[src/rtl/ones_comp_pkg.sv]
// ones_comp_pkg: shared width default, FSM state encoding and op codes for the ones' complement arbiter.
package ones_comp_pkg;
  localparam int WIDTH_DEF = 4;
  localparam logic OP_ADD = 1'b0;
  localparam logic OP_SUB = 1'b1;
  typedef enum logic [1:0] {IDLE, EXEC, RESP} state_t;
endpackage

[src/rtl/ones_comp_alu.sv]
// ones_comp_alu: combinational ones' complement add/subtract with end-around carry.
// Subtract is only built when ONES_COMP_ARB_SUB_EN is defined; otherwise op is ignored.
module ones_comp_alu
  import ones_comp_pkg::*;
#(
  parameter int WIDTH = WIDTH_DEF
) (
  input  logic [WIDTH-1:0] a,
  input  logic [WIDTH-1:0] b,
  input  logic             op,
  output logic [WIDTH-1:0] sum
);
  logic [WIDTH-1:0] b_eff;
  logic [WIDTH:0]   raw;
`ifdef ONES_COMP_ARB_SUB_EN
  assign b_eff = (op == OP_SUB) ? ~b : b;
`else
  logic unused_op;
  assign unused_op = op;
  assign b_eff = b;
`endif
  assign raw = {1'b0, a} + {1'b0, b_eff};
  // Carry folded back into the LSB can never ripple out again.
  assign sum = raw[WIDTH-1:0] + WIDTH'(raw[WIDTH]);
endmodule

[src/rtl/ones_comp_arbiter.sv]
// ones_comp_arbiter: round-robin two-requester front end for a shared ones' complement ALU.
// Subtract support is enabled by defining ONES_COMP_ARB_SUB_EN.
module ones_comp_arbiter
  import ones_comp_pkg::*;
#(
  parameter int WIDTH = WIDTH_DEF
) (
  input  logic             clk,
  input  logic             rst_n,
  input  logic             req0_valid,
  output logic             req0_ready,
  input  logic [WIDTH-1:0] req0_a,
  input  logic [WIDTH-1:0] req0_b,
  input  logic             req0_op,
  input  logic             req1_valid,
  output logic             req1_ready,
  input  logic [WIDTH-1:0] req1_a,
  input  logic [WIDTH-1:0] req1_b,
  input  logic             req1_op,
  output logic             rsp_valid,
  input  logic             rsp_ready,
  output logic             rsp_id,
  output logic [WIDTH-1:0] rsp_sum,
  output logic             rsp_negzero
);
  state_t           state;
  logic             ptr, gnt, idle, id_q, op_q;
  logic [WIDTH-1:0] a_q, b_q, sum;
  assign idle       = rst_n && state == IDLE;
  assign gnt        = (req0_valid && req1_valid) ? ptr : req1_valid;
  assign req0_ready = idle && req0_valid && !gnt;
  assign req1_ready = idle && req1_valid && gnt;
  ones_comp_alu #(.WIDTH(WIDTH)) u_alu (.a(a_q), .b(b_q), .op(op_q), .sum(sum));
  always_ff @(posedge clk or negedge rst_n) begin
    if (!rst_n) begin
      state       <= IDLE;
      ptr         <= 1'b0;
      a_q         <= '0;
      b_q         <= '0;
      op_q        <= OP_ADD;
      id_q        <= 1'b0;
      rsp_valid   <= 1'b0;
      rsp_id      <= 1'b0;
      rsp_sum     <= '0;
      rsp_negzero <= 1'b0;
    end else begin
      case (state)
        IDLE: if (req0_valid || req1_valid) begin
          a_q   <= gnt ? req1_a : req0_a;
          b_q   <= gnt ? req1_b : req0_b;
          op_q  <= gnt ? req1_op : req0_op;
          id_q  <= gnt;
          ptr   <= !gnt;
          state <= EXEC;
        end
        EXEC: begin
          rsp_sum     <= sum;
          rsp_negzero <= &sum;
          rsp_id      <= id_q;
          rsp_valid   <= 1'b1;
          state       <= RESP;
        end
        RESP: if (rsp_ready) begin
          rsp_valid <= 1'b0;
          state     <= IDLE;
        end
        default: state <= IDLE;
      endcase
    end
  end
endmodule

[config.mk]
export PLATFORM = sky130hd
export DESIGN_NAME = ones_comp_arbiter
export DESIGN_NICKNAME = d
export VERILOG_FILES = /design/src/rtl/ones_comp_pkg.sv /design/src/rtl/ones_comp_alu.sv /design/src/rtl/ones_comp_arbiter.sv
export SDC_FILE = /design/constraint.sdc
export NUM_CORES = 1
export LEC_CHECK = 0
export CORE_MARGIN = 2
export CORE_UTILIZATION = 40
export CTS_CLUSTER_DIAMETER = 200
export DETAILED_ROUTE_END_ITERATION = 12
export PLACE_DENSITY = 0.76
export SKIP_CTS_REPAIR_TIMING = 1
export SYNTH_ARGS = -nofsm -noshare
export SYNTH_HDL_FRONTEND = slang
export SYNTH_SLANG_ARGS = --single-unit
[constraint.sdc]
create_clock -name clk -period 2.1 [get_ports clk]
set_input_delay 0.315 -clock clk [delete_from_list [all_inputs] [get_ports clk]]
set_output_delay 0.315 -clock clk [all_outputs]
set_load 0.02 [all_outputs]
Yosys cells after proc, flatten, opt, wreduce, memory -nomap -nowiden
Cells that the tools add are included.
{ "classes": {"bitwise_logic": 0, "mul": 0, "add_sub_neg": 2, "div_mod_pow": 0, "n_mux": 8, "shift": 0, "n_reduce_logical": 14, "n_eq_ne": 4, "order_cmp": 0} }
{ "ops": {"columns": ["op", "count"], "rows": [
  ["$mux 4", 2],
  ["$logic_and 1x1->1", 6],
  ["$pmux 2 s3", 1],
  ["$reduce_and 2->1", 3],
  ["$add 4x4->5", 1],
  ["$add 4x1->4", 1],
  ["$mux 2", 2],
  ["$reduce_and 4->1", 1],
  ["$eq 2x1->1 const B", 1],
  ["$eq 2x2->1 const B", 1],
  ["$logic_not 2->1", 1],
  ["$mux 1", 2],
  ["$ne 2x1->1 const B", 1],
  ["$ne 2x2->1 const B", 1],
  ["$pmux 1 s2", 1],
  ["$reduce_bool 2->1", 1],
  ["$logic_not 1->1", 1],
  ["$logic_or 1x1->1", 1]
]} }
{ "totals": {"ram_bits": 0, "mem_bits_ro": 0, "ff_bits": 19, "wordCells": 37, "memories": 0, "latchBits": 0, "out_inout_bits": 9} }

Longest topological paths before layout
Gate-level depths: netlist of the first run.
{ "depth": {"depth_word": 4, "depth_mapped": 9} }

Hierarchy
From an unflattened synthesis of the first run, not the netlist that was laid out.
{ "unflattened": {"cells_unflattened": 120, "hier_area_um2": 1143.6} }
{ "modules_own_cells": {"columns": ["mod", "cells_per_inst", "area_per_inst_um2", "seq_area_each_um2", "n_inst"], "rows": [
  ["ones_comp_arbiter", 93, 913.4, 500.5, 1],
  ["ones_comp_alu", 27, 230.2, 0.0, 1]
]} }

Least setup slack after synthesis of the first run
Ideal clock, no wire load.
{ "synth_path": {"kind": "reg-to-reg", "start": "reg a_q[0]", "end": "reg rsp_negzero", "path_stages_with_launch": 10, "path_slack_ns": -0.162, "t_arrival_ns": 2.141, "setup_ns": 0.121, "path_buffers": 0, "path_cell_list": "dfrtp_1 > ha_1 > fa_1 > a21o_2 > a21o_1 > ha_1 > ha_1 > xnor2_1 > nor3_1 > a22o_1"} }
{ "synth_between": {"elab_chain_cells": 3} }
{ "synth_rtl": {"columns": ["element", "line", "text"], "rows": [
  ["start: declaration", "ones_comp_arbiter.sv:28", "logic [WIDTH-1:0] a_q, b_q, sum;"],
  ["start signal: assignment", "ones_comp_arbiter.sv:49", "a_q <= gnt ? req1_a : req0_a;"],
  ["$add 4x4->5", "ones_comp_alu.sv:22", "assign raw = {1'b0, a} + {1'b0, b_eff};"],
  ["$add 4x1->4", "ones_comp_alu.sv:24", "assign sum = raw[WIDTH-1:0] + WIDTH'(raw[WIDTH]);"],
  ["$reduce_and 4->1", "ones_comp_arbiter.sv:58", "rsp_negzero <= &sum;"],
  ["end signal: assignment", "ones_comp_arbiter.sv:58", null],
  ["end: declaration", "ones_comp_arbiter.sv:24", "output logic rsp_negzero"]
]} }
Every way passes these cells.
A chain may end at the register's enable or synchronous reset.

Worst setup path after layout of the first run
{ "layout_path": {"start": "reg a_q[0]", "end": "reg rsp_sum[3]"} }
{ "layout_between": {"elab_chain_cells": 2} }
{ "layout_rtl": {"columns": ["element", "line", "text"], "rows": [
  ["$add 4x4->5", "ones_comp_alu.sv:22", null],
  ["$add 4x1->4", "ones_comp_alu.sv:24", null],
  ["end signal: assignment", "ones_comp_arbiter.sv:57", "rsp_sum <= sum;"],
  ["end: declaration", "ones_comp_arbiter.sv:23", "output logic [WIDTH-1:0] rsp_sum,"]
]} }
Every way passes these cells.

==> results by group, run 1 <==
Status
  • Status: finished with violations
  • Failing checks: setup timing

Critical path
  • R2R Setup Slk: -0.09 ns
  • Type of origin of the critical path: flip-flop
  • Critical path class: reg2reg
  • Worst EP arrival: 2.38 ns
  • Setup crit end kind: flip-flop
  • Req. time, crit path: 2.30 ns
  • Crit path max fanout: 2

Finish
  • Final Instance Area: 0.001465 mm²
  • Area grow syn2layout: 47.67%
  • Share of cells above drive strength 1: 21.37%
  • Post-Route Utilization: 60.80%
  • Final cell count without fillers: 161
  • Final net count: 162
  • # diodes: 0

CTS
  • Clock tree sinks: 19
  • Clk_lat worst skew: 0.30 ns
  • # H-tree levels: 1
  • Clock slew at reported path FFs: 0.12 ns
  • CTS Buf Count: 3
  • Root Buffer: clkbuf_4
  • Clock buffer depth: 2
  • CTS tree: yes

Yosys
  • EDFF count, synth: 0
  • Post-Syn Area per Cell: 10.90 µm²
  • Most frequent cells after synthesis: dfrtp_1 (19), nand2_1 (15), o21ai_0 (10), mux2i_1 (8), ha_1 (6)
  • Synth Net Count: 121
  • Synth top area cells: dfrtp_1 (48%), mux2i_1 (8.1%), ha_1 (7.6%), nand2_1 (5.7%), o21ai_0 (5.0%)
  • Syn. warnings: 0
  • Register area share after synthesis: 47.92%
  • Most numerous cell in the Yosys netlist: dfrtp_1
  • Post-synth top flop: dfrtp_1
  • Largest area contributor in the netlist: dfrtp_1
  • Cell Area, Synth: 992.2 µm²
  • Gate Count Post-Synth: 91
  • Ys async rst share: 100.0%
  • Synth Register Bits: 19
  • Unique masters post-synth: 26
  • Synth top area share: 47.92%

Floorplanning
  • Row cnt: 18
  • Die W: 53.81 µm
  • # IOs: 32
  • Core ar.: 0.002410 mm²
  • Starting density of the core: 41.17%
  • Die Y: 53.81 µm
  • Die area: 0.002895 mm²

Place
  • Post-place instance area: 0.001399 mm²
  • Post-Place Cells: 155
  • Routability cong.: 0.7241
  • HPWL reported at the end of detailed placement: 1585 µm
  • IO Port Bufs: 29

Timing
  • Skew final: 0.006383 ns
  • Relative slew slack: 76.52%
  • Highest Clock Rate: 0.4572 GHz
  • Slew at the pin with the worst max-slew slack: 0.3522 ns
  • Pins Over Slew Limit: 0
  • RSZ-0062 raised after global routing: true
  • PnR worst setup slack: -0.08722 ns
  • Final hold violations: 0
  • Final period util: 104.2%
  • Final min period: 2.187 ns
  • # setup viols final: 2

Routing
  • Final ANT Viol Nets: 0
  • Vias: 793
  • Vias per std cell: 4.925
  • TritonRoute pass-1 iters: 4
  • Iter 0 DRT Violations: 4
  • Drt drc: 0
  • WL per Instance: 11.90 µm
  • Total Wirelength: 1916 µm

Global route
  • Initial antenna violation count: 0
  • Wire length of the first global-routing pass: 3070 µm
  • GRT Util Overall: 15.01%
  • Vias in the first global route: 769
  • Remaining Overflow, GRT: 0
  • Pin count of the biggest net entering global routing: 20

Power and ir drop
  • Flop pwr share: 28.8%
  • Share of power burned in the clock network: 8.1%
  • Final Power: 2.364 mW
  • Psw: 0.9157 mW
  • Int Pwr: 1.449 mW
  • Leak pwr: 0.7088 nW
  • Sw frac: 38.73%
  • IR drop worst, VDD: 1181 µV
  • Logic pwr share: 63.0%
  • Pwr Density: 1614 mW/mm²

Worst hold path
  • Hold Crit Class: in2async

Flow run
  • Max cap viols: 0
[critical path: stages, from the launching register on]
cell     delay [ns]
dfrtp_1        0.40
ha_2           0.20
fa_2           0.35
a21o_2         0.19
a21o_1         0.19
ha_4           0.18
nand3_2        0.07
xnor3_1        0.23
mux2_2         0.28
[flip-flops by register name, indices dropped and copies added, names as in the netlist]
signal / cells
ptr: 1
b_q: 4
state: 2
id_q: 1
rsp_sum: 4
rsp_id: 1
a_q: 4
rsp_negzero: 1
rsp_valid: 1
[per-layer routing]
layer,up-vias,part of all wire [%],global-route usage [%]
met4,0,1.4,8.547
li1,398,-,-
met3,2,3.3,2.500
met1,379,40,16.13
met2,14,56,27.44
met5,-,0,0
[worst paths after layout]
check / start / endpoint / depth (start not counted)
hold / removal: rst_n / b_q[0]$_DFFE_PN0P_ / 2
max in group asynchronous: rst_n / a_q[3]$_DFFE_PN0P_ / 2
setup reg to reg: a_q[0]$_DFFE_PN0P_ / rsp_sum[3]$_DFFE_PN0P_ / 8
hold reg to reg: rsp_sum[2]$_DFFE_PN0P_ / rsp_sum[2]$_DFFE_PN0P_ / 2
min in group clk: rsp_sum[2]$_DFFE_PN0P_ / rsp_sum[2]$_DFFE_PN0P_ / 2
setup / recovery: a_q[0]$_DFFE_PN0P_ / rsp_sum[3]$_DFFE_PN0P_ / 8
[cells by family (layout without fill, tap and decap cells)]
| group | Yosys count | after routing | synth area share [%] |
|---|---|---|---|
| mux | 12 | 12 | 12.61 |
| fa+ha+maj | 7 | 7 | 9.584 |
| compound gates | 20 | 20 | 12.23 |
| simple gates | 24 | 24 | 10.09 |
| xor+xnor | 3 | 3 | 4.035 |
| buf+inv | 6 | 46 | 3.531 |
| flops | 19 | 19 | 47.92 |
[layout by cell type (no fill, tap or decap)]
cell,Yosys,final
clkdlybuf4s50_1,0,27
nand3_2,0,1
xnor2_4,0,1
nor3_2,0,1
clkinvlp_4,0,1
a31oi_1,1,1
buf_4,1,10
xor2_1,1,1
ha_1,6,3
nor3b_1,1,1
nand3_1,2,1
mux2_2,4,4
nor2_1,4,4
clkbuf_4,0,3
a21o_2,1,1
xnor3_1,1,1
mux2i_1,8,8
a21oi_1,3,3
o21ai_0,10,10
o31ai_1,1,1
nand2_1,15,15
ha_2,0,1
dfrtp_1,19,19
fa_2,0,1
nand2b_1,1,1
ha_4,0,2
dlymetal6s2s_1,0,2
a22o_1,1,1
o21ai_2,2,2
a21o_1,1,1
inv_1,3,3
[power by group through the flow]
stage / Combinational (mW) / Sequential [mW] / Clock, mW
after global routing: 1.63 / 0.707 / 0.218
final: 1.49 / 0.682 / 0.192
after global placement: 1.34 / 0.680 / 0
after detailed placement: 1.39 / 0.690 / 0
after CTS: 1.39 / 0.683 / 0.198
after floorplan: 0.882 / 0.747 / 0
[layout make-up]
class | count | area, µm²
sequential | 19 | 475.5
inverter | 3 | 11.26
tap | 30 | 37.54
fill | 201 | 944.7
timing repair buffer | 39 | 370.4
multi-input combinational | 66 | 540.5
clock inverter | 1 | 7.507
clock buffer | 3 | 22.52
[metrics by stage]
step | hold WS [ns] | setup WS [ns] | setup TNS (ns)
after floorplan | 0.01941 | 0.008123 | 0
after global placement | 0.4640 | -0.03566 | -0.1136
after detailed placement | 0.4758 | -0.09471 | -0.3040
after CTS | 0.3745 | -0.1103 | -0.3679
after global routing | 0.3772 | -0.1563 | -0.3221
final | 0.3688 | -0.08722 | -0.1676
Note: power is estimated with default switching activity, not from simulation.
==> run 2, diff against run 1 <==
--- a/config.mk
+++ b/config.mk
@@ -5,11 +5,12 @@
 export SDC_FILE = /design/constraint.sdc
 export NUM_CORES = 1
 export LEC_CHECK = 0
+export ABC_AREA = 1
 export CORE_MARGIN = 2
 export CORE_UTILIZATION = 40
 export CTS_CLUSTER_DIAMETER = 200
 export DETAILED_ROUTE_END_ITERATION = 12
-export PLACE_DENSITY = 0.76
+export PLACE_DENSITY_LB_ADDON = 0.15
 export SKIP_CTS_REPAIR_TIMING = 1
 export SYNTH_ARGS = -nofsm -noshare
 export SYNTH_HDL_FRONTEND = slang
==> run 2 against run 1 <==
  * The run still ends with setup timing left
  * Cell count is 27% higher
  * Sequential power about the same
  * Via count increased by 27%
  * Register-to-register slack gained 0.05 ns
  * Sequential share of layout area decreased by 3.3 points
  * Fmax increased by 2.2%
  * First-iteration DRC count increased to 15 times the previous value
  * Critical path depth increased by 3
  * Critical path type unchanged
==> results by group, run 2 <==
Yosys
  • Cell Area, Synth: 0.001127 mm² (+14%)
  • Syn. warnings: 0 (unchanged)
  • Post-synthesis adder-cell area fraction: 8.435% (-1.1 points)
  • Largest family of logic cells by synthesized area: simple AND/OR/NAND/NOR gates
  • Unique masters post-synth: 22 (-15%)
  • Largest area contributor in the netlist: dfrtp_1
  • Post-Syn Area per Cell: 8.807 µm² (-19%)
  • Ys async rst share: 100.0% (unchanged)
  • Simple-gate share of the synthesized area: 26.86% (+17 points)
  • Post-synth top flop: dfrtp_1
  • Register area share after synthesis: 42.18% (-5.7 points)
  • Synth Register Bits: 19 (unchanged)
  • Gate Count Post-Synth: 128 (+41%)
  • Compound-Gate Fraction of Synth Area: 15.32% (+3.1 points)
  • Synth Net Count: 158 (+31%)
  • Post-synthesis xor/xnor area fraction: 0% (-4.0 points)
  • EDFF count, synth: 0 (unchanged)
  • Most numerous cell in the Yosys netlist: nand2_1
  • Most frequent cells after synthesis: nand2_1 (31), dfrtp_1 (19), nand3_1 (12), a21oi_1 (11), inv_1 (10)
  • Mux contribution to synthesized area: 0% (-13 points)
  • Synth top area cells: dfrtp_1 (42%), nand2_1 (10%), ha_1 (6.7%), a21oi_2 (5.4%), nand3_1 (5.3%)
  • Synth top area share: 42.18% (-5.7 points)

Finish
  • Most common cell after layout, fill and taps aside: nand2_1
  • Top Registers: a_q x4, b_q x4, rsp_sum x4
  • Final cell count without fillers: 204 (+27%)
  • # diodes: 0 (unchanged)
  • Layout fillers: 249 (+24%)
  • Multi-input logic area: 639.4 µm² (+18%)
  • Commonest non-fill, non-tap cells in the layout: nand2_1 (29), clkdlybuf4s50_1 (27), dfrtp_1 (19)
  • Final net count: 204 (+26%)
  • Area grow syn2layout: 44.73%
  • Share of cells above drive strength 1: 30.06% (+8.7 points)
  • Post-Route Utilization: 60.20% (-0.60 points)
  • Register Area: 475.5 µm² (unchanged)

Floorplanning
  • Die area: 0.003259 mm² (+13%)
  • Row cnt: 19 (+1)
  • # IOs: 32 (unchanged)
  • Die Y: 57.09 µm (+6.1%)
  • Die W: 57.09 µm (+6.1%)
  • Core ar.: 0.002710 mm² (+12%)
  • Starting density of the core: 41.60% (+0.42 points)

Routing
  • Total Wirelength: 2556 µm (+33%)
  • TritonRoute pass-1 iters: 4 (unchanged)
  • Final ANT Viol Nets: 0 (unchanged)
  • Drt drc: 0 (unchanged)
  • Vias per std cell: 4.941 (+0.32%)
  • Vias: 1008 (+27%)
  • WL per Instance: 12.53 µm (+5.3%)
  • Iter 0 DRT Violations: 59 (+55)

Timing
  • Pins Over Slew Limit: 0 (unchanged)
  • Setup_tns: -0.04107 ns (+0.1265 ns)
  • PnR worst setup slack: -0.04107 ns (+0.04615 ns)
  • Highest Clock Rate: 0.4671 GHz (+2.2%)
  • Slew at the pin with the worst max-slew slack: 0.3704 ns (+0.01813 ns)
  • RSZ-0062 raised after global routing: true
  • # setup viols final: 1 (-1)
  • Relative slew slack: 75.22% (-1.3 points)
  • Final min period: 2.141 ns (-0.04615 ns)
  • Skew final: 0.008792 ns (+0.002408 ns)
  • Final period util: 102.0% (-2.2 points)
  • Final hold slack: 0.4322 ns (+0.06340 ns)
  • Final hold violations: 0 (unchanged)

Place
  • HPWL reported at the end of detailed placement: 1934 µm (+22%)
  • Routability cong.: 0.7065 (-2.4%)
  • Place WS: -0.07262 ns (+0.02208 ns)
  • Post-Place Cells: 198 (+28%)
  • IO Port Bufs: 29 (unchanged)

CTS
  • Clock slew at reported path FFs: 0.11 ns (about the same)
  • CTS Buf Count: 3 (unchanged)
  • Clk_lat worst skew: 0.30 ns (about the same)
  • Clock tree sinks: 19 (unchanged)
  • CTS tree: yes
  • # H-tree levels: 1 (unchanged)
  • Clock buffer depth: 2 (unchanged)
  • Root Buffer: clkbuf_4

Power and ir drop
  • Pwr Density: 1709 mW/mm² (+5.9%)
  • Leak pwr: 0.7481 nW (+5.5%)
  • Int Pwr: 1.511 mW (+4.3%)
  • Logic pwr share: 69.1% (+6.1 points)
  • Psw: 1.279 mW (+40%)
  • Flop pwr share: 24.4% (-4.4 points)
  • IR drop worst, VDD: 1100 µV (-6.9%)
  • Sw frac: 45.84% (+7.1 points)
  • Share of power burned in the clock network: 6.6% (-1.5 points)

Critical path
  • Worst setup path start: b_q[0]$_DFFE_PN0P_
  • Setup crit end kind: flip-flop
  • Critical path class: reg2reg
  • Crit path max fanout: 2 (unchanged)
  • Req. time, crit path: 2.35 ns (+0.05 ns)
  • Type of origin of the critical path: flip-flop
  • Reg2reg start: b_q[0]$_DFFE_PN0P_
  • Worst EP arrival: 2.39 ns (about the same)

Global route
  • Remaining Overflow, GRT: 0 (unchanged)
  • Initial antenna violation count: 0 (unchanged)
  • Wire length of the first global-routing pass: 4409 µm (+44%)
  • Pin count of the biggest net entering global routing: 20 (unchanged)
  • Vias in the first global route: 1070 (+39%)
  • GRT Util Overall: 17.15% (+2.1 points)

Flow run
  • Max cap viols: 0 (unchanged)

Worst hold path
  • Hold Crit Class: in2async

Status
  • Status: finished with violations
  • Failing checks: setup timing
[run 2: cell count changes in the layout (fill, tap and decap cells not counted), sizes merged, moves of 4 or more]
| cell | before | now |
|---|---|---|
| inv | 3 | 12 |
| o21ai | 12 | 6 |
| nor2 | 4 | 17 |
| mux2 | 4 | 0 |
| mux2i | 8 | 0 |
| nand2 | 15 | 31 |
| nand3 | 2 | 12 |
| buf | 10 | 14 |
| a21oi | 3 | 18 |
[run 2: critical path, stage by stage, from the launching register on]
cell,delay (ns)
dfrtp_1,0.43
ha_4,0.18
fa_2,0.37
nand2_2,0.09
a21oi_2,0.06
or2_4,0.23
ha_4,0.17
ha_4,0.26
nand3_1,0.08
nor2_2,0.11
nand3_1,0.07
nand2_1,0.06
[run 2: cell type report]
cell class                      count  share of cell area [%]
Tap cell                           31                   2.377
Clock inverter                      1                  0.3067
Timing Repair Buffer               43                   24.54
Inverter                           12                   3.067
Multi-Input combinational cell     95                   39.19
Sequential cell                    19                   29.14
Clock buffer                        3                   1.380
[run 2: path summary, 6_finish.rpt]
check,to,slack (ns),depth (start not counted)
hold / removal,rsp_id$_DFFE_PN0P_,0.43,2
setup / recovery,rsp_negzero$_DFFE_PN0P_,-0.04,11
setup reg to reg,rsp_negzero$_DFFE_PN0P_,-0.04,11
max in group asynchronous,b_q[0]$_DFFE_PN0P_,1.46,2
hold reg to reg,rsp_sum[3]$_DFFE_PN0P_,0.48,2
min in group clk,rsp_sum[3]$_DFFE_PN0P_,0.48,2
[run 2: power by group through the flow]
stage	logic (mW)	clock network [mW]	registers, mW
floorplan	1.18	0	0.747
global placement	1.67	0	0.683
detailed placement	1.74	0	0.689
CTS	1.74	0.194	0.681
global route	2.17	0.205	0.701
finish	1.93	0.184	0.680
[run 2: through the flow]
step | power (mW) | area (µm²)
floorplan | 1.924 | 1160
global placement | 2.358 | 1548
detailed placement | 2.424 | 1548
CTS | 2.619 | 1575
global route | 3.080 | 1632
finish | 2.789 | 1632
[run 2: kinds of logic after synthesis]
logic type / count (synthesis)
DFF: 19
and+or+nand+nor: 63
adders and majority gates: 7
AOI/OAI and AO/OA: 25
buffers and inverters: 14
[run 2: metal layers]
metal	GRT usage (%)	vias up	share of wire, %
li1	-	509	-
met1	20.55	473	45
met2	29.39	20	51
met3	2.268	6	2.4
met4	9.967	0	1.8
met5	0	-	0
==> run 3, diff against run 2 <==
--- a/config.mk
+++ b/config.mk
@@ -15,3 +15,4 @@
 export SYNTH_ARGS = -nofsm -noshare
 export SYNTH_HDL_FRONTEND = slang
 export SYNTH_SLANG_ARGS = --single-unit
+export TNS_END_PERCENT = 5
==> run 3 against run 2 <==
  * Die area stayed put
  * Worst hold slack got worse by 0.00053 ns
  * Sequential share of layout area grew 0.16 points
  * Count of clock-buffer cells in the layout unchanged
  * Highest routed layer unchanged
  * Sequential power barely moved
  * Combinational power down 3%
  * First-iteration DRC count shrank 1.7%
  * Non-clock buffer count unchanged
  * The run still ends with setup timing left
  * Clock skew increased by 0.00058 ns
  * Worst setup slack improved by 0.012 ns
  * Largest cell class unchanged
==> results by group, run 3 (same netlist as run 2, synthesis figures left out) <==
Timing
  • Pins Over Slew Limit: 0 (unchanged)
  • PnR worst setup slack: -0.02860 ns (+0.01248 ns)
  • Skew final: 0.009371 ns (+0.0005792 ns)
  • Final min period: 2.129 ns (-0.01248 ns)
  • Final period util: 101.4% (-0.59 points)
  • Final hold violations: 0 (unchanged)
  • Highest Clock Rate: 0.4698 GHz (+0.59%)
  • # setup viols final: 1 (unchanged)
  • Slew at the pin with the worst max-slew slack: 0.3702 ns (-0.0001152 ns)
  • RSZ-0062 raised after global routing: true
  • Final hold slack: 0.4317 ns (-0.0005280 ns)
  • Relative slew slack: 75.22% (about the same)

CTS
  • CTS tree: yes
  • CTS Buf Count: 3 (unchanged)
  • # H-tree levels: 1 (unchanged)
  • Clock tree sinks: 19 (unchanged)
  • Root Buffer: clkbuf_4
  • Clock slew at reported path FFs: 0.11 ns (about the same)
  • Clock buffer depth: 2 (unchanged)
  • Clk_lat worst skew: 0.30 ns (about the same)

Routing
  • Vias per std cell: 4.941 (unchanged)
  • Iter 0 DRT Violations: 58 (-1.7%)
  • WL per Instance: 12.06 µm (-3.7%)
  • TritonRoute pass-1 iters: 4 (unchanged)
  • Drt drc: 0 (unchanged)
  • Final ANT Viol Nets: 0 (unchanged)
  • Total Wirelength: 2461 µm (-3.7%)
  • Vias: 1008 (unchanged)

Critical path
  • Top delay family on crit path: adder cells
  • Worst r2r dst: rsp_negzero$_DFFE_PN0P_
  • Crit path max fanout: 2 (unchanged)
  • Crit path depth: 11 (unchanged)
  • Reg2Reg Depth: 11 (unchanged)
  • Crit path cell chain: ha_4, fa_2, nand2_2, a21oi_1, or2_4, ha_4, ha_4, nand3_1, nor2_2, nand3_1, nand2_1
  • Req. time, crit path: 2.35 ns (about the same)
  • CP most frequent cell: ha_4
  • R2R Setup Slk: -0.03 ns (about the same)
  • Worst EP arrival: 2.38 ns (about the same)
  • Setup crit end kind: flip-flop
  • Critical path class: reg2reg
  • Buf/Inv on CP: 0 (unchanged)
  • Type of origin of the critical path: flip-flop
  • Crit path max-delay cell type: dfrtp_1
  • Worst Setup EP: rsp_negzero$_DFFE_PN0P_
  • Worst setup path start: b_q[0]$_DFFE_PN0P_
  • CP peak stage delay: 0.43 ns (about the same)
  • Reg2reg start: b_q[0]$_DFFE_PN0P_

Global route
  • Vias in the first global route: 1070 (unchanged)
  • Initial antenna violation count: 0 (unchanged)
  • GRT Util Overall: 17.15% (unchanged)
  • Remaining Overflow, GRT: 0 (unchanged)
  • Wire length of the first global-routing pass: 4409 µm (unchanged)
  • Pin count of the biggest net entering global routing: 20 (unchanged)

Finish
  • Layout fillers: 251 (+0.80%)
  • # diodes: 0 (unchanged)
  • Most common cell after layout, fill and taps aside: nand2_1
  • Top Registers: a_q x4, b_q x4, rsp_sum x4
  • Commonest non-fill, non-tap cells in the layout: nand2_1 (29), clkdlybuf4s50_1 (27), dfrtp_1 (19)
  • Post-Route Utilization: 59.88% (-0.32 points)
  • Final Instance Area: 0.001623 mm² (-0.54%)
  • Final net count: 204 (unchanged)
  • Area grow syn2layout: 43.95%
  • Share of cells above drive strength 1: 28.90% (-1.2 points)

Floorplanning
  • Die area: 0.003259 mm² (unchanged)
  • Core ar.: 0.002710 mm² (unchanged)
  • # IOs: 32 (unchanged)
  • Die W: 57.09 µm (unchanged)
  • Starting density of the core: 41.60% (unchanged)
  • Die Y: 57.09 µm (unchanged)
  • Row cnt: 19 (unchanged)

Power and ir drop
  • IR drop worst, VDD: 1074 µV (-2.4%)
  • Final Power: 2.743 mW (-1.7%)
  • Leak pwr: 0.7471 nW (-0.13%)
  • Pwr Density: 1690 mW/mm² (-1.1%)

Status
  • Failing checks: setup timing
  • Status: finished with violations

Place
  • Routability cong.: 0.7065 (unchanged)
  • Place WS: -0.07262 ns (unchanged)
  • Post-place instance area: 0.001548 mm² (unchanged)
  • IO Port Bufs: 29 (unchanged)
  • HPWL reported at the end of detailed placement: 1934 µm (unchanged)

Worst hold path
  • Hold Crit Class: in2async

Flow run
  • Max cap viols: 0 (unchanged)
-- run 3: power by group --
group	switching, mW	total [mW]	internal [mW]
Sequential	0.138	0.679	0.541
Combinational	0.991	1.88	0.888
Clock	0.114	0.185	0.0709
Total	1.24	2.74	1.50
-- run 3: routing by layer --
metal	global-route usage, %	share of wire, %	up-vias
met1	20.55	45	474
li1	-	-	507
met4	9.967	2.3	0
met3	2.268	2.3	8
met2	29.39	50	19
met5	0	0	-
-- run 3: metrics by stage --
stage	TNS, ns	instances
6_report	-0.02860	204
5_1_grt	-0.2383	204
4_1_cts	-0.1625	202
3_5_place_dp	-0.1196	198
3_3_place_gp	-0.07690	198
2_1_floorplan	0	128
-- run 3: worst min-delay path by stage --
stage,cells past startpoint,to,slack (ns),startpoint
after CTS,2,rsp_sum[2]$_DFFE_PN0P_,0.43,rst_n
after global routing,2,rsp_sum[1]$_DFFE_PN0P_,0.45,rst_n
after floorplan,0,a_q[0]$_DFFE_PN0P_,0.02,rst_n
final,2,rsp_id$_DFFE_PN0P_,0.43,rst_n
after global placement,2,rsp_sum[0]$_DFFE_PN0P_,0.46,rsp_sum[0]$_DFFE_PN0P_
after detailed placement,2,rsp_sum[0]$_DFFE_PN0P_,0.47,rsp_sum[0]$_DFFE_PN0P_
-- run 3: cell type report --
class | instances | area (µm²) | share of cell area [%]
clock inverters | 1 | 5.005 | 0.3084
multi-input cells | 95 | 630.6 | 38.86
repair buffers | 43 | 400.4 | 24.67
clock buffers | 3 | 22.52 | 1.388
flip-flops and latches | 19 | 475.5 | 29.30
inverters | 12 | 50.05 | 3.084
well taps | 31 | 38.79 | 2.390
